## config.mk

```make
export PLATFORM = sky130hd
export DESIGN_NAME = serial_tx_fifo_flat
export DESIGN_NICKNAME = d
export VERILOG_FILES = /design/src/rtl/serial_tx_fifo_if.sv /design/src/rtl/serial_tx_fifo.sv /design/src/flat_wrapper.sv
export SDC_FILE = /design/constraint.sdc
export NUM_CORES = 1
export LEC_CHECK = 0
export ABC_AREA = 0
export BUFFER_PORTS_ARGS = -buffer_cell sky130_fd_sc_hd__buf_4
export CAP_MARGIN = 25
export CORE_ASPECT_RATIO = 1.2
export CORE_UTILIZATION = 50
export DETAILED_ROUTE_END_ITERATION = 10
export PLACE_DENSITY_LB_ADDON = 0.15
export REMOVE_ABC_BUFFERS = 1
export SETUP_SLACK_MARGIN = 0.15
export SYNTH_ARGS = -nofsm -noshare
export SYNTH_HDL_FRONTEND = slang
export SYNTH_SLANG_ARGS = --single-unit
```

## constraint.sdc

```tcl
create_clock -name clk -period 7.7 [get_ports clk]
set_clock_uncertainty 0.05 [all_clocks]
set_input_delay 1.54 -clock clk [delete_from_list [all_inputs] [get_ports clk]]
set_output_delay 1.54 -clock clk [all_outputs]
set_load 0.005 [all_outputs]
```

## src/rtl/serial_tx_fifo_if.sv

```systemverilog
// Handshake bundle between the producer/receiver side and serial_tx_fifo.
// The master modport is the environment. The slave modport is the transmitter.
interface serial_tx_fifo_if #(
  parameter int WIDTH = 40,
  parameter int CNT_W = 8
);
  logic             en;
  logic             req;
  logic [WIDTH-1:0] parallel_in;
  logic             channel_busy;
  logic             tx_busy;
  logic [CNT_W-1:0] fifo_count;
  logic             overflow;
  logic             frame_done;
  logic             serial_out;

  modport master (
    output en, req, parallel_in, channel_busy,
    input  tx_busy, fifo_count, overflow, frame_done, serial_out
  );

  modport slave (
    input  en, req, parallel_in, channel_busy,
    output tx_busy, fifo_count, overflow, frame_done, serial_out
  );
endinterface

```

## src/rtl/serial_tx_fifo.sv

```systemverilog
// Buffered serial transmitter. Items are queued in a FIFO and sent as frames:
// a start bit, then LSB-first data, then an idle gap.
//
// state | meaning
// IDLE  | line low; waits for en, a queued item and a free channel
// START | start bit (line high) for one cycle
// DATA  | shifting the payload out LSB first, WIDTH cycles
// GAP   | line low for GAP_CYCLES; frame_done on the last cycle
module serial_tx_fifo #(
  parameter int WIDTH      = 40,
  parameter int DEPTH      = 8,
  parameter int CNT_W      = 8,
  parameter int GAP_CYCLES = 2
) (
  input logic            clk,
  input logic            reset,
  serial_tx_fifo_if.slave bus
);
  localparam int PTR_W = $clog2(DEPTH);
  localparam int BIT_W = $clog2(WIDTH);
  localparam int GAP_W = $clog2(GAP_CYCLES + 1);

  typedef enum logic [1:0] {IDLE, START, DATA, GAP} state_t;

  state_t           state_q, state_d;
  logic [WIDTH-1:0] mem [DEPTH];
  logic [PTR_W-1:0] wr_ptr_q, rd_ptr_q;
  logic [CNT_W-1:0] count_q, count_d;
  logic             tx_busy_q, overflow_q;
  logic             frame_done_q, frame_done_d;
  logic             serial_q, serial_d;
  logic [WIDTH-1:0] shift_q, shift_d;
  logic [BIT_W-1:0] bit_q, bit_d;
  logic [GAP_W-1:0] gap_q, gap_d;
  logic             push, pop;

  // tx_busy is registered, so a push while full is refused even if a pop
  // happens in the same cycle.
  assign push    = bus.req && !tx_busy_q;
  assign pop     = (state_q == IDLE) && bus.en && (count_q != '0) && !bus.channel_busy;
  assign count_d = count_q + CNT_W'(push) - CNT_W'(pop);

  always_ff @(posedge clk) begin
    if (push) mem[wr_ptr_q] <= bus.parallel_in;
  end

  always_ff @(posedge clk or negedge reset) begin
    if (!reset) begin
      wr_ptr_q     <= '0;
      rd_ptr_q     <= '0;
      count_q      <= '0;
      tx_busy_q    <= 1'b0;
      overflow_q   <= 1'b0;
      state_q      <= IDLE;
      shift_q      <= '0;
      bit_q        <= '0;
      gap_q        <= '0;
      serial_q     <= 1'b0;
      frame_done_q <= 1'b0;
    end else begin
      if (push) wr_ptr_q <= wr_ptr_q + PTR_W'(1);
      if (pop)  rd_ptr_q <= rd_ptr_q + PTR_W'(1);
      count_q      <= count_d;
      tx_busy_q    <= (count_d == CNT_W'(DEPTH));
      overflow_q   <= bus.req && tx_busy_q;
      state_q      <= state_d;
      shift_q      <= shift_d;
      bit_q        <= bit_d;
      gap_q        <= gap_d;
      serial_q     <= serial_d;
      frame_done_q <= frame_done_d;
    end
  end

  // serial_d is the line level for the state being entered, so the line
  // changes on the same edge as the state.
  always_comb begin
    state_d      = state_q;
    shift_d      = shift_q;
    bit_d        = bit_q;
    gap_d        = gap_q;
    serial_d     = 1'b0;
    frame_done_d = 1'b0;
    unique case (state_q)
      IDLE: begin
        if (pop) begin
          state_d  = START;
          shift_d  = mem[rd_ptr_q];
          serial_d = 1'b1;
        end
      end
      START: begin
        state_d  = DATA;
        bit_d    = '0;
        serial_d = shift_q[0];
      end
      DATA: begin
        if (bit_q == BIT_W'(WIDTH - 1)) begin
          state_d      = GAP;
          gap_d        = GAP_W'(GAP_CYCLES - 1);
          frame_done_d = (GAP_CYCLES == 1);
        end else begin
          bit_d    = bit_q + BIT_W'(1);
          shift_d  = shift_q >> 1;
          serial_d = shift_q[1];
        end
      end
      GAP: begin
        if (gap_q == '0) begin
          state_d = IDLE;
        end else begin
          gap_d        = gap_q - GAP_W'(1);
          frame_done_d = (gap_q == GAP_W'(1));
        end
      end
      default: state_d = IDLE;
    endcase
  end

  assign bus.tx_busy    = tx_busy_q;
  assign bus.fifo_count = count_q;
  assign bus.overflow   = overflow_q;
  assign bus.frame_done = frame_done_q;
  assign bus.serial_out = serial_q;
endmodule

```

## src/flat_wrapper.sv

```systemverilog
// flat-port wrapper written by rule: the top's interface ports become plain ports
module serial_tx_fifo_flat 
#(
  parameter int WIDTH      = 40,
  parameter int DEPTH      = 8,
  parameter int CNT_W      = 8,
  parameter int GAP_CYCLES = 2
)
  (clk, reset, bus_en, bus_req, bus_parallel_in, bus_channel_busy, bus_tx_busy, bus_fifo_count, bus_overflow, bus_frame_done, bus_serial_out);
  serial_tx_fifo_if #(.WIDTH(WIDTH), .CNT_W(CNT_W)) bus_i ();
  input logic clk;
  input logic reset;
  input wire logic [$bits(bus_i.en)-1:0] bus_en;
  input wire logic [$bits(bus_i.req)-1:0] bus_req;
  input wire logic [$bits(bus_i.parallel_in)-1:0] bus_parallel_in;
  input wire logic [$bits(bus_i.channel_busy)-1:0] bus_channel_busy;
  output wire logic [$bits(bus_i.tx_busy)-1:0] bus_tx_busy;
  output wire logic [$bits(bus_i.fifo_count)-1:0] bus_fifo_count;
  output wire logic [$bits(bus_i.overflow)-1:0] bus_overflow;
  output wire logic [$bits(bus_i.frame_done)-1:0] bus_frame_done;
  output wire logic [$bits(bus_i.serial_out)-1:0] bus_serial_out;
  assign bus_i.en = bus_en;
  assign bus_i.req = bus_req;
  assign bus_i.parallel_in = bus_parallel_in;
  assign bus_i.channel_busy = bus_channel_busy;
  assign bus_tx_busy = bus_i.tx_busy;
  assign bus_fifo_count = bus_i.fifo_count;
  assign bus_overflow = bus_i.overflow;
  assign bus_frame_done = bus_i.frame_done;
  assign bus_serial_out = bus_i.serial_out;
  serial_tx_fifo #(.WIDTH(WIDTH), .DEPTH(DEPTH), .CNT_W(CNT_W), .GAP_CYCLES(GAP_CYCLES)) u_core (.clk(clk), .reset(reset), .bus(bus_i));
endmodule
```

# After elaboration in Yosys (flattened, before gate mapping)
# Memory sizes are Yosys's and may differ from the RTL's.
# Index checks and enable logic that the tools add are counted.
[word_totals]
ramBits = 320
out_inout_bits = 12
latch_bits = 0
in_bits = 45
n_memories = 1
rom_bits = 0
register_bits = 68
wordCells = 65
[classes]
n_mux = 19
shift = 0
n_bitwise = 0
eq_ne = 11
div_mod_pow = 0
multipliers = 0
n_addsub = 6
n_reduce_logical = 17
n_lt_le_gt_ge = 0
[memory_table]
columns = ["memory", "words", "word_bits", "rd", "rd_clocked_by_memory_dff", "write_ports", "line", "text"]
rows = [
  ["u_core.mem", 8, 40, 1, 0, 1, "serial_tx_fifo.sv:26", "logic [WIDTH-1:0] mem [DEPTH];"],
]
[ops]
columns = ["operator", "count"]
rows = [
  ["$mux 40", 2],
  ["$pmux 40 s2", 1],
  ["$pmux 6 s2", 1],
  ["$mux 2", 5],
  ["$reduce_and 3->1", 3],
  ["$add 8x1->8", 1],
  ["$eq 8x4->1 const B", 1],
  ["$pmux 2 s4", 1],
  ["$reduce_bool 8->1", 1],
  ["$sub 8x1->8", 1],
  ["$add 3x1->3 const B", 2],
  ["$add 6x1->6 const B", 1],
  ["$eq 6x6->1 const B", 1],
  ["$mux 1", 6],
  ["$mux 6", 1],
  ["$ne 2x1->1 const B", 3],
  ["$reduce_bool 2->1", 3],
  ["$logic_and 1x1->1", 5],
  ["$eq 2x1->1 const B", 2],
  ["$eq 2x2->1 const B", 2],
  ["$logic_not 2->1", 2],
  ["$ne 2x2->1 const B", 2],
  ["$pmux 2 s2", 1],
  ["$pmux 1 s3", 1],
  ["3 further kinds", 4],
]

# Depth between registers and ports, before layout
[depth]
ltp_word = 6
mapped_depth = 14
ltp_nobuf = 14

# Least setup slack after synthesis
# No wires, ideal clock.
[synth_path]
kind = "input port to flip-flop"
from = "input port bus_req"
to = "memory u_core.mem[0][0] (enable)"
path_buffers = 1
required_time_ps = 7163
setup_ps = 487
stages = 4
setup_slack_ps = 2417
arrival_ps = 4746
path_cell_list = "nor2b_1 clkbuf_1 nand2b_1 nor3_1"
[synth_between]
elab_chain_len = 3
[synth_lines]
columns = ["element", "line", "text"]
rows = [
  ["start, declared", "flat_wrapper.sv:14", "input wire logic [$bits(bus_i.req)-1:0] bus_req;"],
  ["$logic_and 1x1->1", "serial_tx_fifo.sv:39", "assign push = bus.req && !tx_busy_q;"],
  ["net u_core.push", "serial_tx_fifo.sv:35", "logic push, pop;"],
  ["$mux 1", "serial_tx_fifo.sv:44", "if (push) mem[wr_ptr_q] <= bus.parallel_in;"],
  ["$mux 1 (implied by the code)", "serial_tx_fifo.sv:44", ""],
  ["end, declared", "serial_tx_fifo.sv:26", ""],
]
# The timed path passes the listed nets, and every way through them passes these cells.

# Worst setup path in the final report
[layout_path]
from = "input port bus_channel_busy"
to = "register u_core.tx_busy_q (netlist: u_core.bus.tx_busy)"
[layout_between]
elab_chain_len = 4
[layout_lines]
columns = ["element", "line", "text"]
rows = [
  ["start, declared", "flat_wrapper.sv:16", "input wire logic [$bits(bus_i.channel_busy)-1:0] bus_channel_busy;"],
  ["$logic_not 1->1", "serial_tx_fifo.sv:40", "assign pop = (state_q == IDLE) && bus.en && (count_q != '0) && !bus.channel_busy;"],
  ["$logic_and 1x1->1", "serial_tx_fifo.sv:40", ""],
  ["net u_core.pop", "serial_tx_fifo.sv:35", ""],
  ["$sub 8x1->8", "serial_tx_fifo.sv:41", "assign count_d = count_q + CNT_W'(push) - CNT_W'(pop);"],
  ["net u_core.count_d[6]", "serial_tx_fifo.sv:28", "logic [CNT_W-1:0] count_q, count_d;"],
  ["$eq 8x4->1", "serial_tx_fifo.sv:64", "tx_busy_q <= (count_d == CNT_W'(DEPTH));"],
  ["end signal, assigned", "serial_tx_fifo.sv:64", ""],
  ["end, declared", "serial_tx_fifo.sv:29", "logic tx_busy_q, overflow_q;"],
]
# The timed path passes the listed nets, and every way through them passes these cells.
# A chain may end at the register's enable or synchronous reset.

==> results.txt <==
CTS Hold Bufs = 0
DR pass1 iterations = 5
Syn. warnings = 0
number of global-route vias before repair = 8129
P&R area growth vs syn = 13.7%
initial core utilization = 0.511
Hold Vio Cnt, Final = 0
Root Buffer = clkbuf_16
Hold Path Class = reg -> reg
RSZ-0062 raised after global routing = false
max_cap viols = 0
routability cong. = 0.741
Worst Path Required = 8070 ps
die height = 196 um
Port Buffers = 56
Design Area, Final = 0.0178 mm2
Worst-Margin Slew = 910 ps
worst vdd ir = 0.337 mV
top_reg_cell synth = edfxtp_1
Post-route DRC = 0
Final WS setup = 3730 ps
sequential share of the synthesized area = 0.722
dpl hpwl = 16000 um
R2R setup slack = 4310 ps
worst reg2reg startpoint = u_core.bus.fifo_count[3]
worst r2r path cells = 14
DR vias/cell = 5.80
CP endpoint = u_core.bus.tx_busy
Overall Power = 6.82 mW
initial antenna violation count = 0
CP startpoint = bus_channel_busy
CTS Buffer Depth = 3
final setup fails = 0
htree depth = 2
Routed WL per cell = 22.5 um
minimum clock period after layout = 3970 ps
FMAX = 0.252 GHz
postcts setup bufs = 0
die width = 164 um
final net count = 953
total negative slack = 0 ps
Leak = 6.01 nW
core footprint = 0.0307 mm2
Worst setup EP type = flip-flop
routed via count = 7612
hold slack final = 439 ps
largest net degree at the start of global routing = 81
crit path DAT = 4340 ps
layout cells sized above 1 = 0.295
pwr dens = 383 mW/mm2
GRT Resource Usage Total = 0.194
die area = 0.0321 mm2
synthesized area = 0.0157 mm2
Max Slew Vio Count = 0
clk slew on worst S/H paths = 60 ps
Num CTS Buffers = 39
fin util = 0.581
Post-CTS Resized = 0
CTS tree = built
DRT Wirelength = 29500 um
Skew-Pair Late Insertion Delay = 520 ps
Placed Instance Area = 0.0166 mm2
final worst-path cycle share = 0.515
asr flop ratio synth = 0.175
Max transition margin = 0.393
critical path peak fanout = 5
Routed Antenna Nets = 0
fin cells = 1312
outcome = completed
RR Endpoint = u_core.bus.tx_busy
clk sinks = 388
Setup crit start kind = input port
EDFF count, synth = 320
# rows = 70
Iter 0 DRT Violations = 491
dpl cells = 1240
total grt overflow = 0
Unique masters post-synth = 46
pre-CTS setup slack = 3150 ps
Min-Delay Startpoint = u_core.shift_q[39]
cell count after synthesis = 817
Yosys reg bits = 388
CP Class = in -> reg
first-pass GRT wire length = 46300 um
Avg Cell Area, Syn = 19.2 um2
number of diodes = 0
number of I/O pins = 57
## cell families after synthesis
group,synth area share
flip-flops,0.722
AND/OR/NAND/NOR,0.0381
multiplexers,0.145
AO/OA/AOI/OAI,0.0505
buffers and inverters,0.0200
adder cells (fa/ha/maj),0.0180
XOR/XNOR,0.00671
## layout by cell type, fill, tap and decap left out, drive strengths merged, types with 2 or more instances in the layout
| cell | netlist | routed |
|---|---|---|
| nand2 | 92 | 92 |
| o21ai | 6 | 6 |
| nor4 | 2 | 2 |
| nor2 | 16 | 16 |
| nor3 | 5 | 5 |
| o221ai | 40 | 40 |
| buf | 25 | 72 |
| and2 | 2 | 2 |
| nor2b | 5 | 5 |
| o41ai | 2 | 2 |
| clkinv | 0 | 10 |
| mux2i | 42 | 42 |
| o311ai | 2 | 2 |
| clkinvlp | 0 | 2 |
| inv | 21 | 23 |
| nand2b | 10 | 10 |
| mux2 | 4 | 4 |
| edfxtp | 320 | 320 |
| xor2 | 3 | 3 |
| a21oi | 2 | 2 |
| clkbuf | 19 | 56 |
| mux4 | 80 | 80 |
| nand3 | 2 | 2 |
| o31ai | 2 | 2 |
| a22oi | 2 | 2 |
| ha | 21 | 21 |
| a221oi | 3 | 3 |
| xnor2 | 9 | 9 |
| dfrtp | 68 | 68 |
## layer usage
layer  global-route usage  vias up  part of all wire
li1                     -     3397                 -
met1                0.248     3999              0.41
met2                0.337      164              0.53
met5                    0        -                 0
met4               0.0652        0             0.026
met3               0.0319       52             0.039
## power by group
part	leakage (nW)	internal, mW	switching [mW]	total (mW)
Combinational	1.65	0.909	1.17	2.08
Sequential	3.75	2.72	0.202	2.92
Clock	0.605	1.05	0.765	1.82
## critical path, stage by stage
cell      delay [ps]
buf_4            110
nand2b_1         130
a41o_1           240
nor2_1           330
ha_1             310
inv_1             50
ha_1             150
inv_1             60
fa_1             420
nor2b_1          170
o311ai_0         170
or4b_1           200
o311ai_0         160
nor4_1           300
## synth_stat cells (3+ instances only)
cell      number  area, um2
xor2_1         3       26.3
a221oi_1       3       26.3
o221ai_2      39        586
dfrtp_1       68       1700
mux2_2         4       45.0
mux2i_1       42        420
edfxtp_1     320       9610
nor3_1         5       25.0
ha_1          21        263
xnor2_1        9       78.8
nand2_1       92        345
nor2b_1        5       31.3
mux4_2        80       1800
nand2b_1      10       62.6
buf_2         17       85.1
clkbuf_1      19       71.3
inv_1         21       78.8
o21ai_0        5       25.0
buf_6          6       67.6
nor2_1        16       60.1
## final cells by class
cell class,count,area (um2)
Inverter,21,78.8
Clock inverter,15,114
Timing Repair Buffer,72,581
Sequential cell,388,11300
Clock buffer,56,1120
Multi-Input combinational cell,364,4110
Fill cell,2270,12800
Tap cell,396,495
## registers in the layout, indices dropped and copies added (netlist names)
name,cells
u_core.mem,320
u_core.shift_q,40
u_core.bus.fifo_count,8
u_core.bit_q,6
u_core.rd_ptr_q,3
u_core.wr_ptr_q,3
u_core.gap_q,2
u_core.state_q,2
u_core.bus.frame_done,1
u_core.bus.overflow,1
u_core.bus.serial_out,1
u_core.bus.tx_busy,1
## worst min-delay path by stage
stage,end,slack (ps),depth (start not counted)
3_5_place_dp,u_core.shift_q[39],420,2
2_1_floorplan,u_core.shift_q[39],400,2
5_1_grt,u_core.shift_q[5],460,2
6_report,u_core.shift_q[39],440,2
4_1_cts,u_core.shift_q[39],440,2
3_3_place_gp,u_core.shift_q[39],410,2
No activity file was read; power rests on OpenSTA's default activity.
